$ cat src/rtl/mem_access_ctrl.sv
// mem_access_ctrl: byte-addressed load/store front end for a single-port,
// full-word-write RAM with a one-cycle registered read.
// Handles B/H/W loads (sign/zero extended) and stores. Sub-word stores are
// done as read-modify-write.
// Optional feature macro: MISALIGN_TRAP_EN. When it is defined, misaligned
// H/W accesses return rsp_err instead of using the addressed lane.
module mem_access_ctrl #(
  parameter int ADDR_LEN = 11
) (
  input  logic                clk,
  input  logic                rst,
  input  logic                req_valid,
  output logic                req_ready,
  input  logic                req_we,
  input  logic [2:0]          req_funct3,
  input  logic [31:0]         req_addr,
  input  logic [31:0]         req_wdata,
  output logic                rsp_valid,
  output logic [31:0]         rsp_rdata,
  output logic                rsp_err,
  output logic [ADDR_LEN-1:0] mem_addr,
  input  logic [31:0]         mem_rd_data,
  output logic                mem_wr_req,
  output logic [31:0]         mem_wr_data
);

  typedef enum logic [2:0] {IDLE, RD, WAIT, WR, RESP} state_t;

  state_t      state;
  logic        lat_we;
  logic [2:0]  lat_funct3;
  logic [1:0]  lat_off;
  logic [15:0] lat_wdata;

  logic        req_bad;
  logic [7:0]  sel_byte;
  logic [15:0] sel_half;
  logic [31:0] load_ext;
  logic [31:0] merged;
  logic        unused_addr_hi;

  // Address bits above the RAM window alias and are deliberately dropped.
  assign unused_addr_hi = ^req_addr[31:ADDR_LEN+2];

  assign req_ready = (state == IDLE) && !rst;

  // Classify an incoming request as illegal (bad width code or, optionally, misaligned).
  always_comb begin
    req_bad = 1'b0;
    if (req_we)
      req_bad = req_funct3[2] | (req_funct3[1:0] == 2'b11);
    else
      req_bad = (req_funct3[1:0] == 2'b11) | (req_funct3[2] & req_funct3[1]);
`ifdef MISALIGN_TRAP_EN
    if (!req_bad) begin
      if (req_funct3[1:0] == 2'b01 && req_addr[0])
        req_bad = 1'b1;
      if (req_funct3[1:0] == 2'b10 && req_addr[1:0] != 2'b00)
        req_bad = 1'b1;
    end
`else
    // Without trapping, H uses addr[1] only and W ignores addr[1:0].
`endif
  end

  // Pick the addressed byte/half out of the returned word and extend it.
  always_comb begin
    sel_byte = 8'h00;
    case (lat_off)
      2'd0: sel_byte = mem_rd_data[7:0];
      2'd1: sel_byte = mem_rd_data[15:8];
      2'd2: sel_byte = mem_rd_data[23:16];
      2'd3: sel_byte = mem_rd_data[31:24];
      default: sel_byte = 8'h00;
    endcase
    sel_half = lat_off[1] ? mem_rd_data[31:16] : mem_rd_data[15:0];
    load_ext = 32'h0;
    case (lat_funct3)
      3'b000: load_ext = {{24{sel_byte[7]}}, sel_byte};
      3'b001: load_ext = {{16{sel_half[15]}}, sel_half};
      3'b010: load_ext = mem_rd_data;
      3'b100: load_ext = {24'h0, sel_byte};
      3'b101: load_ext = {16'h0, sel_half};
      default: load_ext = 32'h0;
    endcase
  end

  // Merge the store byte/half into the old word, leaving other lanes untouched.
  always_comb begin
    merged = mem_rd_data;
    if (lat_funct3[1:0] == 2'b00) begin
      case (lat_off)
        2'd0: merged[7:0]   = lat_wdata[7:0];
        2'd1: merged[15:8]  = lat_wdata[7:0];
        2'd2: merged[23:16] = lat_wdata[7:0];
        2'd3: merged[31:24] = lat_wdata[7:0];
        default: merged = mem_rd_data;
      endcase
    end else if (lat_off[1]) begin
      merged[31:16] = lat_wdata;
    end else begin
      merged[15:0] = lat_wdata;
    end
  end

  // Main FSM with all outputs registered; reset aborts any in-flight access.
  always_ff @(posedge clk or posedge rst) begin
    if (rst) begin
      state       <= IDLE;
      lat_we      <= 1'b0;
      lat_funct3  <= 3'b000;
      lat_off     <= 2'b00;
      lat_wdata   <= 16'h0;
      mem_addr    <= '0;
      mem_wr_data <= 32'h0;
      mem_wr_req  <= 1'b0;
      rsp_valid   <= 1'b0;
      rsp_err     <= 1'b0;
      rsp_rdata   <= 32'h0;
    end else begin
      mem_wr_req <= 1'b0;
      rsp_valid  <= 1'b0;
      case (state)
        IDLE: begin
          if (req_valid) begin
            lat_we     <= req_we;
            lat_funct3 <= req_funct3;
            lat_off    <= req_addr[1:0];
            lat_wdata  <= req_wdata[15:0];
            mem_addr   <= req_addr[ADDR_LEN+1:2];
            rsp_rdata  <= 32'h0;
            rsp_err    <= 1'b0;
            if (req_bad) begin
              rsp_err   <= 1'b1;
              rsp_valid <= 1'b1;
              state     <= RESP;
            end else if (req_we && req_funct3[1:0] == 2'b10) begin
              mem_wr_data <= req_wdata;
              mem_wr_req  <= 1'b1;
              state       <= WR;
            end else begin
              state <= RD;
            end
          end
        end
        RD: state <= WAIT;
        WAIT: begin
          if (lat_we) begin
            mem_wr_data <= merged;
            mem_wr_req  <= 1'b1;
            state       <= WR;
          end else begin
            rsp_rdata <= load_ext;
            rsp_valid <= 1'b1;
            state     <= RESP;
          end
        end
        WR: begin
          rsp_valid <= 1'b1;
          state     <= RESP;
        end
        RESP: begin
          rsp_err   <= 1'b0;
          rsp_rdata <= 32'h0;
          state     <= IDLE;
        end
        default: state <= IDLE;
      endcase
    end
  end

endmodule

$ cat config.mk
export PLATFORM = sky130hd
export DESIGN_NAME = mem_access_ctrl
export DESIGN_NICKNAME = d
export VERILOG_FILES = /design/src/rtl/mem_access_ctrl.sv
export SDC_FILE = /design/constraint.sdc
export NUM_CORES = 1
export LEC_CHECK = 0
export ABC_CLOCK_PERIOD_IN_PS = 3550
export CORE_UTILIZATION = 35
export DETAILED_ROUTE_END_ITERATION = 8
export SYNTH_ARGS = -nofsm -noshare
export SYNTH_HDL_FRONTEND = slang
export SYNTH_SLANG_ARGS = --single-unit
export TNS_END_PERCENT = 30
$ cat constraint.sdc
create_clock -name clk -period 3.55 [get_ports clk]
set_input_delay 0.5325 -clock clk [delete_from_list [all_inputs] [get_ports clk]]
set_output_delay 0.5325 -clock clk [all_outputs]
set_load 0.01 [all_outputs]
==> flow_metrics.tcl <==
set metrics [dict create \
    run_status "complete, no violations" \
    arrival_ns 2.79 \
    drv_slew 0 \
    drive_gt1_frac 0.127 \
    syn_area_um2 5250 \
    coreArea_um2 14600 \
    placed_area_um2 6990 \
    startpoint_type "flop" \
    slowest_delay_ns 0.92 \
    vias_per_cell 5.60 \
    finClkSkew_ns 0.00745 \
    required_ns 3.74 \
    antenna_found_initial 0 \
    timing.setup.tns_ns 0 \
    period_share 0.731 \
    cts_max_path_buffers 2 \
    diodes 0 \
    drt-total-wl_mm 16.4 \
    ys.flop_type "dfrtp_1" \
    drc_errors 0 \
    ys_types 41 \
    tightest_slew_ns 0.879 \
    fin_hold_ws_ns 0.487 \
    die_h_um 124 \
    htree_levels 3 \
    start_util 0.360 \
    ios 182 \
    cts_resized 0 \
    drv_cap 0 \
    end_kind "flop" \
    slew_headroom 0.414 \
    setup_violations 0 \
    fin_crit_ns 2.59 \
    synth-async-reset-ratio 1.00 \
    crit_type "reg2reg" \
    num_vias 4683 \
    synth-seq-cells 103 \
    areaGrowthSynthToFinish_pct 39.0 \
    num_rows 44 \
    ys_warn_count 0 \
    synth_area_per_cell_um2 10.4 \
    synth-edff-count 0 \
    hold_buffers 0 \
    syn_inst 503 \
    intPower_mw 3.98 \
    finalHoldViolations 0 \
    postCtsSetupRepairBufs 0 \
    grt_max_degree 54 \
    final_design_area_no_fill_um2 7290 \
    worst-path-max-fanout 24 \
    clock_insertion_delay_worst_skew_ns 0.35 \
    fp.dieW_um 124 \
    die-area_um2 15500 \
    ant_nets 0 \
    critPathSlowestCell "dfrtp_1" \
    track_usage 0.216 \
    hold_class "reg2reg" \
    cts_root_buf "clkbuf_16" \
    seq_area_frac_synth 0.491 \
    overflow 0 \
    grt_pass1_wl_mm 26.3 \
    synth_top_area_frac 0.491 \
    final_nets 750 \
    synth_top_area_cell "dfrtp_1" \
    wl_per_cell_um 19.6 \
    combPwrFrac 0.512 \
    powerDensity_nw_per_um2 900 \
    peakVddDrop_mv 0.426 \
    seqPwrFrac 0.333 \
    final_cell_mix "clkdlybuf4s50_1 (162), dfrtp_1 (103), nor2_1 (68)" \
    drt_iter0_markers 332 \
    p_leak_nw 2.93 \
    cp_cell_sequence "mux4_2 -> a22o_1 -> a21oi_4 -> a22oi_1" \
    synth_nets 606 \
    grt_pass1_vias 4610 \
    p_sw_mw 2.58 \
    swShare 0.393 \
    rsz0062_at_grt "false" \
    dp_hpwl_mm 11.9 \
    cts_buffers 9 \
    mostFrequentLayoutCell "clkdlybuf4s50_1" \
    clkTransAtPathRegs_ns 0.07 \
    first_pass_iters 5 \
    gp_congestion 0.808 \
    cts.sinks 103 \
    synthTopCellsByArea "dfrtp_1 (49%), mux2_2 (9.7%), a221oi_1 (5.0%), o221ai_1 (5.0%), nor2_1 (4.9%)" \
    power_frac_clock 0.155 \
    fmax_ghz 0.386 \
    cts_tree "yes" \
    io_buffers 162 \
]
==> layer usage <==
layer  vias to the layer above  global-route usage  share of wire
li1                       2146                   -              -
met1                      2286               0.301           0.45
met2                       228               0.323           0.45
met3                        23              0.0576          0.084
met4                         0              0.0758          0.019
met5                         -                   0              0
==> flip-flops by register name, summed over array words and instances (netlist names) <==
register and cells:
state 3, lat_off 2, lat_wdata 16, rsp_valid 1, mem_addr 11, rsp_rdata 32, lat_funct3 3, lat_we 1
mem_wr_req 1, mem_wr_data 32, rsp_err 1
==> critical path, delay by kind of cell (launching register included) <==
family / cells / cell delay [ns]
compound gates: 3 / 0.88
mux: 1 / 0.62
flops: 1 / 0.92
==> kinds of logic (layout without fill, tap and decap cells) <==
group | after synthesis | after routing | share of synthesized area
multiplexers | 64 | 64 | 0.136
buffers and inverters | 44 | 193 | 0.0434
AND/OR/NAND/NOR | 167 | 167 | 0.145
flip-flops | 103 | 103 | 0.491
AO/OA/AOI/OAI | 125 | 125 | 0.184
==> power by group through the flow <==
stage | Sequential, mW | Combinational [mW] | Clock [mW]
3_3_place_gp | 2.18 | 3.31 | 0
2_1_floorplan | 2.21 | 1.94 | 0
3_5_place_dp | 2.20 | 3.36 | 0
6_report | 2.18 | 3.36 | 1.02
4_1_cts | 2.18 | 3.39 | 1.03
5_1_grt | 2.27 | 3.67 | 1.08
==> worst paths after layout <==
check | start | cells after the start | slack, ns | endpoint
worst min register to register | rsp_rdata[8] | 2 | 0.49 | rsp_rdata[8]
worst max register to register | lat_off[1] | 4 | 0.96 | rsp_rdata[19]
worst max-delay path | lat_off[1] | 4 | 0.96 | rsp_rdata[19]
min in group asynchronous | rst | 2 | 0.68 | mem_wr_data[21]
worst min-delay path | rsp_rdata[8] | 2 | 0.49 | rsp_rdata[8]
max in group asynchronous | rst | 3 | 2.15 | rsp_valid
==> through the flow <==
stage | cells | util | setup WS, ns | power (mW)
after floorplan | 503 | - | 0.314 | 4.15
after global placement | 820 | 0.479 | 0.849 | 5.49
after detailed placement | 820 | 0.479 | 0.794 | 5.56
after CTS | 836 | 0.500 | 0.968 | 6.60
after global routing | 836 | 0.500 | 0.693 | 7.02
final | 836 | 0.500 | 0.956 | 6.56
==> layout make-up <==
| type | count | area, µm² |
|---|---|---|
| clock inverters | 7 | 72.6 |
| flip-flops and latches | 103 | 2580 |
| fillers | 1322 | 7300 |
| inverters | 5 | 21.3 |
| well taps | 184 | 230 |
| clock buffers | 9 | 225 |
| repair buffers | 172 | 1710 |
| multi-input cells | 356 | 2460 |
==> Yosys cell counts, types with 2 or more instances <==
| cell type | instances |
|---|---|
| clkbuf_2 | 2 |
| nor3_1 | 2 |
| nor2_1 | 68 |
| buf_2 | 15 |
| inv_1 | 5 |
| mux2i_1 | 16 |
| a21oi_2 | 2 |
| a21o_1 | 3 |
| a221oi_1 | 30 |
| buf_4 | 5 |
| a22o_1 | 2 |
| o21ai_0 | 16 |
| o22ai_1 | 2 |
| and2_1 | 2 |
| nand2b_1 | 29 |
| dfrtp_1 | 103 |
| a21oi_1 | 5 |
| a22oi_1 | 15 |
| clkbuf_1 | 14 |
| mux2_1 | 2 |
| buf_6 | 3 |
| o221ai_1 | 30 |
| a31oi_1 | 16 |
| mux2_2 | 45 |
| nor3b_2 | 2 |
| nand2_1 | 54 |
Note: power is estimated with default switching activity, not from simulation.
